**config.mk**
```make
export PLATFORM = sky130hd
export DESIGN_NAME = c2f_chunk_streamer
export DESIGN_NICKNAME = d
export VERILOG_FILES = /design/src/rtl/c2f_chunk_streamer.sv
export SDC_FILE = /design/constraint.sdc
export NUM_CORES = 1
export LEC_CHECK = 0
export BUFFER_PORTS_ARGS = -buffer_cell sky130_fd_sc_hd__buf_2
export CORE_MARGIN = 8
export CORE_UTILIZATION = 35
export CTS_CLUSTER_DIAMETER = 60
export DETAILED_ROUTE_END_ITERATION = 8
export PLACE_DENSITY_LB_ADDON = 0.25
export REMOVE_ABC_BUFFERS = 1
export SYNTH_ARGS = -nofsm -noshare
export SYNTH_HDL_FRONTEND = slang
export SYNTH_SLANG_ARGS = --single-unit
```
**constraint.sdc**
```tcl
create_clock -name sysClk -period 2.5 [get_ports sysClk]
set_input_delay 0.25 -clock sysClk [delete_from_list [all_inputs] [get_ports sysClk]]
set_output_delay 0.25 -clock sysClk [all_outputs]
set_load 0.005 [all_outputs]
```
**src/rtl/c2f_chunk_streamer.sv**
```systemverilog
// Streams complete ring chunks out of the C2F burst-write RAM as a valid/ready
// beat stream with SOP/EOP markers; owns the ring read index and acks each chunk.
module c2f_chunk_streamer #(
  parameter int INDEX_NBITS  = 6,
  parameter int OFFSET_NBITS = 4,
  parameter int DATA_NBITS   = 64,
  parameter int RD_LATENCY   = 1,
  parameter int HOLDOFF_INIT = 128,
  parameter int FIFO_DEPTH   = 4
) (
  input  logic                    sysClk,
  input  logic                    sysRst_n,
  input  logic                    enable,
  input  logic [INDEX_NBITS-1:0]  wrIndex,
  output logic [INDEX_NBITS-1:0]  rdIndex,
  output logic [OFFSET_NBITS-1:0] rdOffset,
  input  logic [DATA_NBITS-1:0]   rdData,
  output logic                    dtAck,
  output logic [INDEX_NBITS-1:0]  pending,
  output logic [DATA_NBITS-1:0]   outData,
  output logic                    outValid,
  input  logic                    outReady,
  output logic                    outSop,
  output logic                    outEop
);

  localparam int HCNT_W = (HOLDOFF_INIT > 0) ? $clog2(HOLDOFF_INIT + 1) : 1;
  localparam int FCNT_W = $clog2(FIFO_DEPTH + 1);
  localparam int PTR_W  = (FIFO_DEPTH > 1) ? $clog2(FIFO_DEPTH) : 1;
  localparam int ENT_W  = DATA_NBITS + 2;
  localparam logic [OFFSET_NBITS-1:0] OFS_LAST = '1;
  localparam logic [FCNT_W:0]         DEPTH_C  = (FCNT_W + 1)'(FIFO_DEPTH);
  localparam logic [PTR_W-1:0]        PTR_LAST = PTR_W'(FIFO_DEPTH - 1);

  typedef enum logic [1:0] {
    ST_HOLDOFF = 2'd0,
    ST_IDLE    = 2'd1,
    ST_STREAM  = 2'd2,
    ST_DRAIN   = 2'd3
  } state_e;

  state_e                  state_q, state_d;
  logic [HCNT_W-1:0]       hcnt_q, hcnt_d;
  logic [INDEX_NBITS-1:0]  rd_index_q, rd_index_d;
  logic [INDEX_NBITS-1:0]  pending_q, pending_d;
  logic [OFFSET_NBITS-1:0] rd_offset_q, rd_offset_d;
  logic                    dt_ack_q, dt_ack_d;
  logic [RD_LATENCY-1:0]   vld_q, vld_d, sop_tag_q, sop_tag_d, eop_tag_q, eop_tag_d;
  logic [ENT_W-1:0]        mem_q [FIFO_DEPTH];
  logic [ENT_W-1:0]        mem_d [FIFO_DEPTH];
  logic [PTR_W-1:0]        wr_ptr_q, wr_ptr_d, rd_ptr_q, rd_ptr_d;
  logic [FCNT_W-1:0]       fifo_cnt_q, fifo_cnt_d;

  logic [FCNT_W-1:0]       in_flight_s;
  logic [FCNT_W:0]         occ_s;
  logic                    issue_s, push_s, pop_s;
  logic [ENT_W-1:0]        head_s;

  assign head_s   = mem_q[rd_ptr_q];
  assign outValid = (fifo_cnt_q != '0);
  assign outData  = head_s[DATA_NBITS-1:0];
  assign outSop   = head_s[DATA_NBITS];
  assign outEop   = head_s[DATA_NBITS+1];
  assign rdIndex  = rd_index_q;
  assign rdOffset = rd_offset_q;
  assign dtAck    = dt_ack_q;
  assign pending  = pending_q;

  assign pop_s  = outValid & outReady;
  assign push_s = vld_q[RD_LATENCY-1];

  // Credit counts reads still in the RAM pipe so the FIFO can never overflow.
  always_comb begin
    in_flight_s = '0;
    for (int i = 0; i < RD_LATENCY; i++) begin
      in_flight_s = in_flight_s + FCNT_W'(vld_q[i]);
    end
    occ_s = {1'b0, fifo_cnt_q} + {1'b0, in_flight_s};
  end

  always_comb begin
    state_d     = state_q;
    hcnt_d      = hcnt_q;
    rd_index_d  = rd_index_q;
    rd_offset_d = rd_offset_q;
    dt_ack_d    = 1'b0;
    issue_s     = 1'b0;
    case (state_q)
      ST_HOLDOFF: begin
        if (hcnt_q == '0) begin
          state_d = ST_IDLE;
        end else begin
          hcnt_d = hcnt_q - HCNT_W'(1);
        end
      end
      ST_IDLE: begin
        rd_offset_d = '0;
        if (enable && (pending_q != '0)) begin
          state_d = ST_STREAM;
        end else begin
          state_d = ST_IDLE;
        end
      end
      ST_STREAM: begin
        if (occ_s < DEPTH_C) begin
          issue_s     = 1'b1;
          rd_offset_d = rd_offset_q + OFFSET_NBITS'(1);
          if (rd_offset_q == OFS_LAST) begin
            state_d = ST_DRAIN;
          end else begin
            state_d = ST_STREAM;
          end
        end else begin
          state_d = ST_STREAM;
        end
      end
      ST_DRAIN: begin
        // Chunk is only released once its last beat has left downstream.
        if (pop_s && head_s[DATA_NBITS+1]) begin
          dt_ack_d   = 1'b1;
          rd_index_d = rd_index_q + INDEX_NBITS'(1);
          state_d    = ST_IDLE;
        end else begin
          state_d = ST_DRAIN;
        end
      end
      default: begin
        state_d = ST_HOLDOFF;
      end
    endcase
    pending_d = wrIndex - rd_index_d;
  end

  always_comb begin
    vld_d[0]     = issue_s;
    sop_tag_d[0] = (rd_offset_q == '0);
    eop_tag_d[0] = (rd_offset_q == OFS_LAST);
    for (int i = 1; i < RD_LATENCY; i++) begin
      vld_d[i]     = vld_q[i-1];
      sop_tag_d[i] = sop_tag_q[i-1];
      eop_tag_d[i] = eop_tag_q[i-1];
    end
  end

  always_comb begin
    mem_d    = mem_q;
    wr_ptr_d = wr_ptr_q;
    rd_ptr_d = rd_ptr_q;
    if (push_s) begin
      mem_d[wr_ptr_q] = {eop_tag_q[RD_LATENCY-1], sop_tag_q[RD_LATENCY-1], rdData};
      wr_ptr_d        = (wr_ptr_q == PTR_LAST) ? '0 : wr_ptr_q + PTR_W'(1);
    end else begin
      wr_ptr_d = wr_ptr_q;
    end
    if (pop_s) begin
      rd_ptr_d = (rd_ptr_q == PTR_LAST) ? '0 : rd_ptr_q + PTR_W'(1);
    end else begin
      rd_ptr_d = rd_ptr_q;
    end
    case ({push_s, pop_s})
      2'b10:   fifo_cnt_d = fifo_cnt_q + FCNT_W'(1);
      2'b01:   fifo_cnt_d = fifo_cnt_q - FCNT_W'(1);
      default: fifo_cnt_d = fifo_cnt_q;
    endcase
  end

  always_ff @(posedge sysClk or negedge sysRst_n) begin
    if (!sysRst_n) begin
      state_q     <= ST_HOLDOFF;
      hcnt_q      <= HCNT_W'(HOLDOFF_INIT);
      rd_index_q  <= '0;
      pending_q   <= '0;
      rd_offset_q <= '0;
      dt_ack_q    <= 1'b0;
      vld_q       <= '0;
      sop_tag_q   <= '0;
      eop_tag_q   <= '0;
      wr_ptr_q    <= '0;
      rd_ptr_q    <= '0;
      fifo_cnt_q  <= '0;
      for (int i = 0; i < FIFO_DEPTH; i++) begin
        mem_q[i] <= '0;
      end
    end else begin
      state_q     <= state_d;
      hcnt_q      <= hcnt_d;
      rd_index_q  <= rd_index_d;
      pending_q   <= pending_d;
      rd_offset_q <= rd_offset_d;
      dt_ack_q    <= dt_ack_d;
      vld_q       <= vld_d;
      sop_tag_q   <= sop_tag_d;
      eop_tag_q   <= eop_tag_d;
      wr_ptr_q    <= wr_ptr_d;
      rd_ptr_q    <= rd_ptr_d;
      fifo_cnt_q  <= fifo_cnt_d;
      mem_q       <= mem_d;
    end
  end

endmodule

```
# After elaboration in Yosys (flattened, before gate mapping)

Index checks and enable logic that the tools add are counted.

Flip-flop bits (word level): 301
Input port bits: 74
Output and inout bits: 84
Logic and storage cells: 78

$add $sub $neg: 9
Order comparisons: 4
Eq/ne operators: 10
Multiplexer cells: 23
Bitwise operators: 4
Reduce and logical (&&, ||, !) cells: 12

Operators with widths:

| cell                                              | count |
|---|---|
| bitwise mux 264 bit                               | 1 |
| 2-to-1 mux 66 bit                                 | 3 |
| binary-select mux 66 bit (select 2 bit)           | 1 |
| demux 66 bit (select 2 bit)                       | 1 |
| 2-to-1 mux 2 bit                                  | 6 |
| 2-to-1 mux 6 bit                                  | 2 |
| == test 2 bit (second input constant)             | 5 |
| logical NOT 8 bit                                 | 1 |
| one-hot mux 2 bit (4 select lines)                | 1 |
| one-hot mux 4 bit (2 select lines)                | 1 |
| subtractor 8 x 1 -> 8 bit (second input constant) | 1 |
| adder 6 x 1 -> 6 bit (second input constant)      | 1 |
| >= comparator 3 bit (second input constant)       | 2 |
| inverter 2 -> 3 bit                               | 2 |
| one-hot mux 3 bit (2 select lines)                | 1 |
| nonzero test 6 bit                                | 1 |
| subtractor 6 bit                                  | 1 |
| 2-to-1 mux 1 bit                                  | 5 |
| adder 2 x 1 -> 2 bit (second input constant)      | 2 |
| adder 3 x 1 -> 4 bit                              | 1 |
| adder 4 x 1 -> 4 bit (second input constant)      | 1 |
| == test 2 x 1 -> 1 bit (second input constant)    | 2 |
| == test 4 bit (second input constant)             | 1 |
| logical NOT 4 bit                                 | 1 |
| other kinds (13)                                  | 18 |

# Logic depth before layout (Yosys ltp)

Gate-level depths: netlist (run 1).

Depth after elaboration: 8
Depth in mapped cells: 12
Gate-level depth less buffers: 10

# Worst setup path after synthesis (run 1)

OpenSTA, ideal clock, no wires.

Path kind: reg-to-reg
From: register rd_ptr_q[0]
To: register pending_q[5] (netlist: pending[5])
Library setup time: 0.135 ns
Arrival time: 2.667 ns
Required time: 2.365 ns
Path slack: -0.302 ns
Cell stages (with the launch flop): 13
Buffers on the path: 2
Period minus slack after synthesis: 2.802 ns
Cell sequence: dfrtp_1 -> clkbuf_2 -> mux4_2 -> nor2b_4 -> nor2b_4 -> buf_6 -> mux2i_2 -> ha_1 -> nor2b_1 -> o211ai_1 -> nand3b_1 -> a21oi_1 -> xor3_1

Word-level cells in the longest chain between the ends: 8

RTL lines:

| element                                               | line | text |
|---|---|---|
| start, declared                                       | 51   | `logic [PTR_W-1:0] wr_ptr_q, wr_ptr_d, rd_ptr_q, rd_ptr_d;` |
| start signal, assigned                                | 195  | `rd_ptr_q <= rd_ptr_d;` |
| inverter 2 -> 3 bit (not written as such)             | 59   | `assign head_s = mem_q[rd_ptr_q];` |
| binary-select mux 66 bit (select 2 bit)               | 59   |  |
| 2-to-1 mux 66 bit (not written as such) (2 in series) | 59   |  |
| via outEop                                            | 24   | `output logic outEop` |
| logical AND 1 bit                                     | 119  | `if (pop_s && head_s[DATA_NBITS+1]) begin` |
| 2-to-1 mux 6 bit                                      | 119  |  |
| 2-to-1 mux 6 bit                                      | 88   | `case (state_q)` |
| subtractor 6 bit                                      | 131  | `pending_d = wrIndex - rd_index_d;` |
| via pending_d[5]                                      | 45   | `logic [INDEX_NBITS-1:0] pending_q, pending_d;` |
| end signal, assigned                                  | 188  | `pending_q <= pending_d;` |
| end, declared                                         | 45   |  |

The timed path passes the listed nets, and every way through them passes these cells. The select of a mux whose other input is x is not followed.
A chain may end at the register's enable or synchronous reset.

# Worst setup path after layout (run 1)

From: register rd_ptr_q[0]
To: register pending_q[4] (netlist: pending[4])

Word-level cells in the longest chain between the ends: 8

RTL lines:

| element                                               | line | text |
|---|---|---|
| inverter 2 -> 3 bit (not written as such)             | 59   |  |
| binary-select mux 66 bit (select 2 bit)               | 59   |  |
| 2-to-1 mux 66 bit (not written as such) (2 in series) | 59   |  |
| logical AND 1 bit                                     | 119  |  |
| 2-to-1 mux 6 bit                                      | 119  |  |
| 2-to-1 mux 6 bit                                      | 88   |  |
| via rd_index_d[0]                                     | 44   | `logic [INDEX_NBITS-1:0] rd_index_q, rd_index_d;` |
| subtractor 6 bit                                      | 131  |  |
| via pending_d[4]                                      | 45   |  |

The timed path passes the listed nets, and every way through them passes these cells. The select of a mux whose other input is x is not followed.

==> results of run 1 <==
==> through the flow <==
step | worst slack (ns) | TNS (ns) | total power [mW] | area (µm²)
floorplan | -2.602 | -116.82 | 13.06 | 13000
global placement | -0.2264 | -0.4805 | 15.70 | 14910
detailed placement | -0.2996 | -0.6169 | 15.89 | 14910
CTS | -0.1605 | -0.3704 | 21.26 | 16800
global route | -0.2895 | -0.8701 | 22.35 | 16860
finish | -0.1643 | -0.4103 | 20.93 | 16860
==> routing by layer <==
layer | part of all wire, % | vias up
met1 | 46 | 4008
met5 | 0.027 | -
li1 | - | 3508
met4 | 2.2 | 2
met2 | 47 | 138
met3 | 4.6 | 46
==> kinds of logic after synthesis <==
logic type / after synthesis / synth area share (%)
mux: 333 / 34.04
flops: 301 / 57.07
buf+inv: 63 / 2.076
simple gates: 49 / 2.256
xor+xnor: 22 / 1.573
compound gates: 21 / 1.166
fa+ha+maj: 18 / 1.820
==> layout make-up <==
class                      count  area, µm²
inverter                      18      67.56
clock inverter                 8      51.30
sequential                   301       7541
timing repair buffer         265       1988
tap                          511      639.4
multi-input combinational    443       5451
clock buffer                  58       1125
fill                        3350      20540
==> state kept, by name, summed over array words and instances, names as in the netlist <==
name,count
dtAck,1
eop_tag_q,1
fifo_cnt_q,3
hcnt_q,8
mem_q,264
pending,6
push_s,1
rdIndex,6
rdOffset,4
rd_ptr_q,2
sop_tag_q,1
state_q,2
wr_ptr_q,2
==> power breakdown <==
group / internal, mW / leakage (nW) / switching [mW]
Clock: 3.09 / 0.586 / 2.02
Combinational: 4.64 / 3.26 / 2.96
Sequential: 7.17 / 3.56 / 1.05
Total: 14.9 / 7.41 / 6.04
==> timing repair <==
action	CTS	global route
setup endpoints to repair	68	34
pin swaps	5	8
endpoints found under the hold margin	297	0
gates cloned	0	1
hold buffers	65	0
resized for setup	13	10
setup buffers	1	2
==> final timing paths <==
kind / startpoint / to / cells past startpoint
worst max-delay path: rd_ptr_q[0] / pending[4] / 12
worst min-delay path: wrIndex[5] / pending[5] / 2
worst max register to register: rd_ptr_q[0] / pending[4] / 12
worst min register to register: hcnt_q[6] / hcnt_q[6] / 1
max in group asynchronous: sysRst_n / mem_q[25] / 3
min in group asynchronous: sysRst_n / mem_q[97] / 2
==> cell usage after synthesis, types with 2 or more instances <==
library cell / n
dfrtp_1: 300
mux2_2: 265
mux4_2: 66
buf_2: 23
clkbuf_1: 17
inv_1: 17
ha_1: 16
nand2_1: 16
xnor2_1: 11
xor2_1: 10
nor2_1: 7
o21ai_0: 7
a21oi_1: 5
nand3_1: 4
buf_1: 3
nor3_1: 3
a21o_1: 2
and3_1: 2
fa_1: 2
nand2b_1: 2
nand4_2: 2
nor2b_1: 2
nor2b_4: 2
o31ai_1: 2
or3_1: 2
==> worst register-to-register path, cell delays in order (launching register included) <==
cell     delay (ns)
dfrtp_4        0.41
mux4_2         0.52
nor2b_4        0.15
nor2b_4        0.14
buf_6          0.12
xor2_2         0.14
ha_2           0.22
buf_6          0.12
fa_2           0.39
inv_2          0.05
a21o_1         0.11
a21oi_2        0.05
xnor2_1        0.13
==> flow_metrics.py, run 1 <==
metrics = {
    "synthesis": {
        "syn-instance-count": 807,
        "yosys-top-cells-area": "dfrtp_1, mux2_2, mux4_2",
        "ys_ff_latch": 301,
        "netlist_area_mm2": 0.01320,
        "synthFlopType": "dfrtp_1",
        "yosys.area.top_type": "dfrtp_1",
        "synth-seq-area-share_pct": 57.07,
        "synthArstFlopShare_pct": 100.0,
        "synth_edf_count": 0,
        "yosysTopAreaCellShare_pct": 56.87,
        "avgSynthCellArea_um2": 16.36,
        "ys_types": 44,
        "synth_warnings": 0,
    },
    "cells_and_area": {
        "antenna_cells": 0,
        "layout-drive-gt1-share_pct": 56.18,
        "fin_cells": 1604,
        "mostFrequentLayoutCells": "dfrtp_1, mux2_2, buf_2",
        "utilization_pct": 45.09,
        "area_growth_pct": 27.74,
        "final_nets": 1157,
        "final_common_cell": "dfrtp_1",
    },
    "cts": {
        "root_buffer": "clkbuf_16",
        "clockBufferDepth": 3,
        "cts_buffers": 36,
        "cts.sinks": 301,
        "clkSlewWorstSetupHoldPaths_ns": 0.06,
        "clk_latency_ns": 0.54,
        "cts.htree.levels": 2,
        "cts_tree": "built",
    },
    "worst_setup_path": {
        "crit_arrival_ns": 3.08,
        "crit_path_cell_trace": "mux4_2 > nor2b_4 > nor2b_4 > buf_6 > xor2_2 > ha_2 > buf_6 > fa_2 > inv_2 > a21o_1 > a21oi_2 > xnor2_1",
        "cp_top_family": "adder cells",
        "crit_required_ns": 2.92,
        "critPathMaxFanout": 4,
        "r2r_slack_ns": -0.16,
        "crit_slowest_cell": "mux4_2",
        "critPathBufInv": 3,
        "slowest_delay_ns": 0.52,
        "crit_type": "flip-flop to flip-flop",
        "endpoint_kind": "flip-flop",
        "crit_path_start_kind": "flip-flop",
    },
    "floorplan": {
        "die_h_um": 210.2,
        "start_util_pct": 35.30,
        "fp.dieW_um": 210.2,
        "rows": 71,
        "core-area_mm2": 0.03740,
        "ios": 158,
        "die-area_mm2": 0.04419,
    },
    "global_route": {
        "grt_pass1_vias": 8675,
        "grt_pass1_wl_um": 48200,
        "antenna_found_initial": 1,
        "gr-usage-met1_pct": 18.50,
        "gr-usage-met3_pct": 3.431,
        "overflow": 0,
        "grt_use_met2_pct": 21.22,
        "grt_max_degree": 75,
        "track_usage_pct": 13.68,
        "busiest_layer": "met2",
    },
    "drt": {
        "viasPerCell": 4.802,
        "wire_per_inst_um": 18.45,
        "antenna_left": 0,
        "drtIter0Drc": 245,
        "wl_um": 29590,
        "drc": 0,
        "via_count": 7702,
        "firstDrtPassIters": 4,
    },
    "sta": {
        "hold_viol": 0,
        "rsz0062_at_grt": "yes",
        "setup_ws_ns": -0.1643,
        "slew_headroom_pct": 55.43,
        "setup_viol": 4,
        "clock.fmax_ghz": 0.3753,
        "period_needed_ns": 2.664,
        "holdWs_ns": 0.04715,
        "fin_crit_sh_pct": 106.6,
        "slew_viol_final": 0,
        "fin_skew_ns": 0.009637,
        "tightest_slew_ns": 0.6686,
    },
    "place": {
        "io_buffers": 157,
        "dpl.cell_count": 1469,
        "dp_hpwl_um": 18430,
        "globalplace.congestion": 0.7430,
    },
    "pwr": {
        "ir_drop_v": 0.0006796,
        "power_leakage_nw": 7.408,
        "power_per_cell_area_mw_per_mm2": 1241,
    },
    "run": {
        "drv_cap": 0,
    },
    "min_path": {
        "hold_path_class": "input port to flip-flop",
    },
    "outcome": {
        "status": "finished, violations left",
        "violations": "setup timing",
    },
}
Note: power is estimated with default switching activity, not from simulation.
==> inputs of run 2 (changes only) <==
- SETUP_SLACK_MARGIN: default -> 0.2
==> flow_metrics.py, run 2 (synthesis results as in run 1) <==
metrics = {
    "outcome": {
        "status": "finished, violations left",
        "violations": "setup timing",
    },
    "global_route": {
        "grt_max_degree": 75,
        "track_usage_pct": 13.89,
        "overflow": 0,
        "grt_pass1_wl_um": 48780,
        "antenna_found_initial": 1,
        "grt_pass1_vias": 8695,
    },
    "sta": {
        "hold_viol": 0,
        "fin_skew_ns": 0.009350,
        "setup_ws_ns": -0.1621,
        "period_needed_ns": 2.662,
        "rsz0062_at_grt": "yes",
        "setup_viol": 4,
        "fin_crit_sh_pct": 106.5,
        "slew_viol_final": 0,
        "slew_headroom_pct": 57.80,
        "tightest_slew_ns": 0.6272,
        "clock.fmax_ghz": 0.3756,
    },
    "cells_and_area": {
        "largest_register_ffs": 264,
        "final_nets": 1175,
        "antenna_cells": 0,
        "utilization_pct": 46.64,
        "layout-drive-gt1-share_pct": 56.89,
        "regMostFlops": "mem_q",
        "final_common_cell": "dfrtp_1",
        "largestRegisters": "mem_q x264, hcnt_q x8",
        "area_growth_pct": 32.12,
        "mostFrequentLayoutCells": "dfrtp_1, mux2_2, buf_2",
    },
    "place": {
        "io_buffers": 157,
        "dp_hpwl_um": 18430,
        "globalplace.congestion": 0.7430,
    },
    "floorplan": {
        "ios": 158,
        "core-area_mm2": 0.03740,
        "die_h_um": 210.2,
        "start_util_pct": 35.30,
        "die-area_mm2": 0.04419,
        "fp.dieW_um": 210.2,
        "rows": 71,
    },
    "cts": {
        "cts_tree": "built",
        "cts.htree.levels": 2,
        "clkSlewWorstSetupHoldPaths_ns": 0.06,
        "clk_latency_ns": 0.54,
        "clockBufferDepth": 3,
        "cts.sinks": 301,
        "cts_buffers": 36,
        "root_buffer": "clkbuf_16",
    },
    "drt": {
        "via_count": 7820,
        "drtIter0Drc": 236,
        "wire_per_inst_um": 19.09,
        "drc": 0,
        "antenna_left": 0,
        "wl_um": 30960,
        "firstDrtPassIters": 4,
        "viasPerCell": 4.821,
    },
    "pwr": {
        "power_frac_comb_pct": 40.7,
        "swShare_pct": 28.44,
        "power_frac_clock_pct": 22.7,
        "total_power_mw": 22.50,
        "power_leakage_nw": 7.654,
        "ir_drop_v": 0.0006258,
        "p_switching_mw": 6.398,
        "p_int_mw": 16.10,
        "seqPwrFrac_pct": 36.6,
        "power_per_cell_area_mw_per_mm2": 1290,
    },
    "worst_setup_path": {
        "r2r_end": "pending[4]",
        "r2r_slack_ns": -0.16,
        "crit_required_ns": 2.92,
        "r2r_cells": 12,
        "critPathMaxFanout": 4,
        "crit_type": "flip-flop to flip-flop",
        "crit_arrival_ns": 3.08,
        "timing.rr.start": "rd_ptr_q[0]",
        "crit_path_start_kind": "flip-flop",
        "endpoint_kind": "flip-flop",
    },
    "min_path": {
        "hold_path_class": "input port to flip-flop",
        "hold_path_end": "pending[5]",
        "hold_path_depth": 2,
        "hold_start": "wrIndex[5]",
    },
    "run": {
        "drv_cap": 0,
    },
}
-- run 2: through the flow --
| stage | hold slack (ns) | TNS (ns) | std cells | setup WS [ns] | cell area [µm²] |
|---|---|---|---|---|---|
| floorplan | -0.04559 | -116.82 | 762 | -2.602 | 13000 |
| global placement | 0.2114 | -0.4805 | 1469 | -0.2264 | 14910 |
| detailed placement | 0.2021 | -0.6169 | 1469 | -0.2996 | 14910 |
| CTS | 0.02082 | -1.219 | 1608 | -0.1597 | 17010 |
| global route | 0.04795 | -0.9392 | 1622 | -0.2898 | 17440 |
| finish | 0.04505 | -0.4075 | 1622 | -0.1621 | 17440 |
-- run 2: power by group through the flow --
stage          Combinational [mW]  Sequential [mW]  Clock (mW)
2_1_floorplan                4.76             8.31           0
3_3_place_gp                 7.46             8.24           0
3_5_place_dp                 7.58             8.30           0
4_1_cts                      8.25             8.23        5.30
5_1_grt                      9.90             8.55        5.49
6_report                     9.15             8.23        5.12
-- run 2: area by class of cell --
cell class / instances / area, µm²
sequential: 301 / 7541
clock inverter: 8 / 51.30
multi-input combinational: 443 / 5451
fill: 3286 / 19960
clock buffer: 58 / 1125
timing repair buffer: 283 / 2566
inverter: 18 / 67.56
tap: 511 / 639.4
-- run 2: worst max path at each step --
stage,from,end,slack [ns]
2_1_floorplan,rd_ptr_q[0],pending[5],-2.60
3_3_place_gp,rd_ptr_q[0],pending[5],-0.23
3_5_place_dp,rd_ptr_q[0],pending[5],-0.30
4_1_cts,rd_ptr_q[0],pending[5],-0.16
5_1_grt,rd_ptr_q[0],pending[4],-0.29
6_report,rd_ptr_q[0],pending[4],-0.16
-- run 2: timing repair --
item / CTS / global route
endpoints found under the hold margin: 297 / 0
resized for setup: 31 / 48
pin swaps: 5 / 8
endpoints found under the setup margin: 70 / 70
hold buffers: 65 / 0
cloned: 3 / 7
setup buffers: 5 / 7
-- run 2: per-layer routing --
metal  up-vias  track usage, %  part of all wire [%]
met5         -               0                 0.026
met4         2           4.690                   2.0
met3        42           3.639                   5.0
met2       144           21.39                    47
met1      4083           18.90                    46
li1       3549               -                     -
-- run 2: critical path, stage by stage (launching register included) --
cell and delay (ns):
dfrtp_4 0.41, mux4_2 0.52, nor2b_4 0.15, nor2b_4 0.14, buf_6 0.12, xor2_2 0.14
ha_2 0.22, buf_6 0.12, fa_2 0.39, inv_2 0.05, a21o_1 0.11, a21oi_2 0.05
xnor2_1 0.13
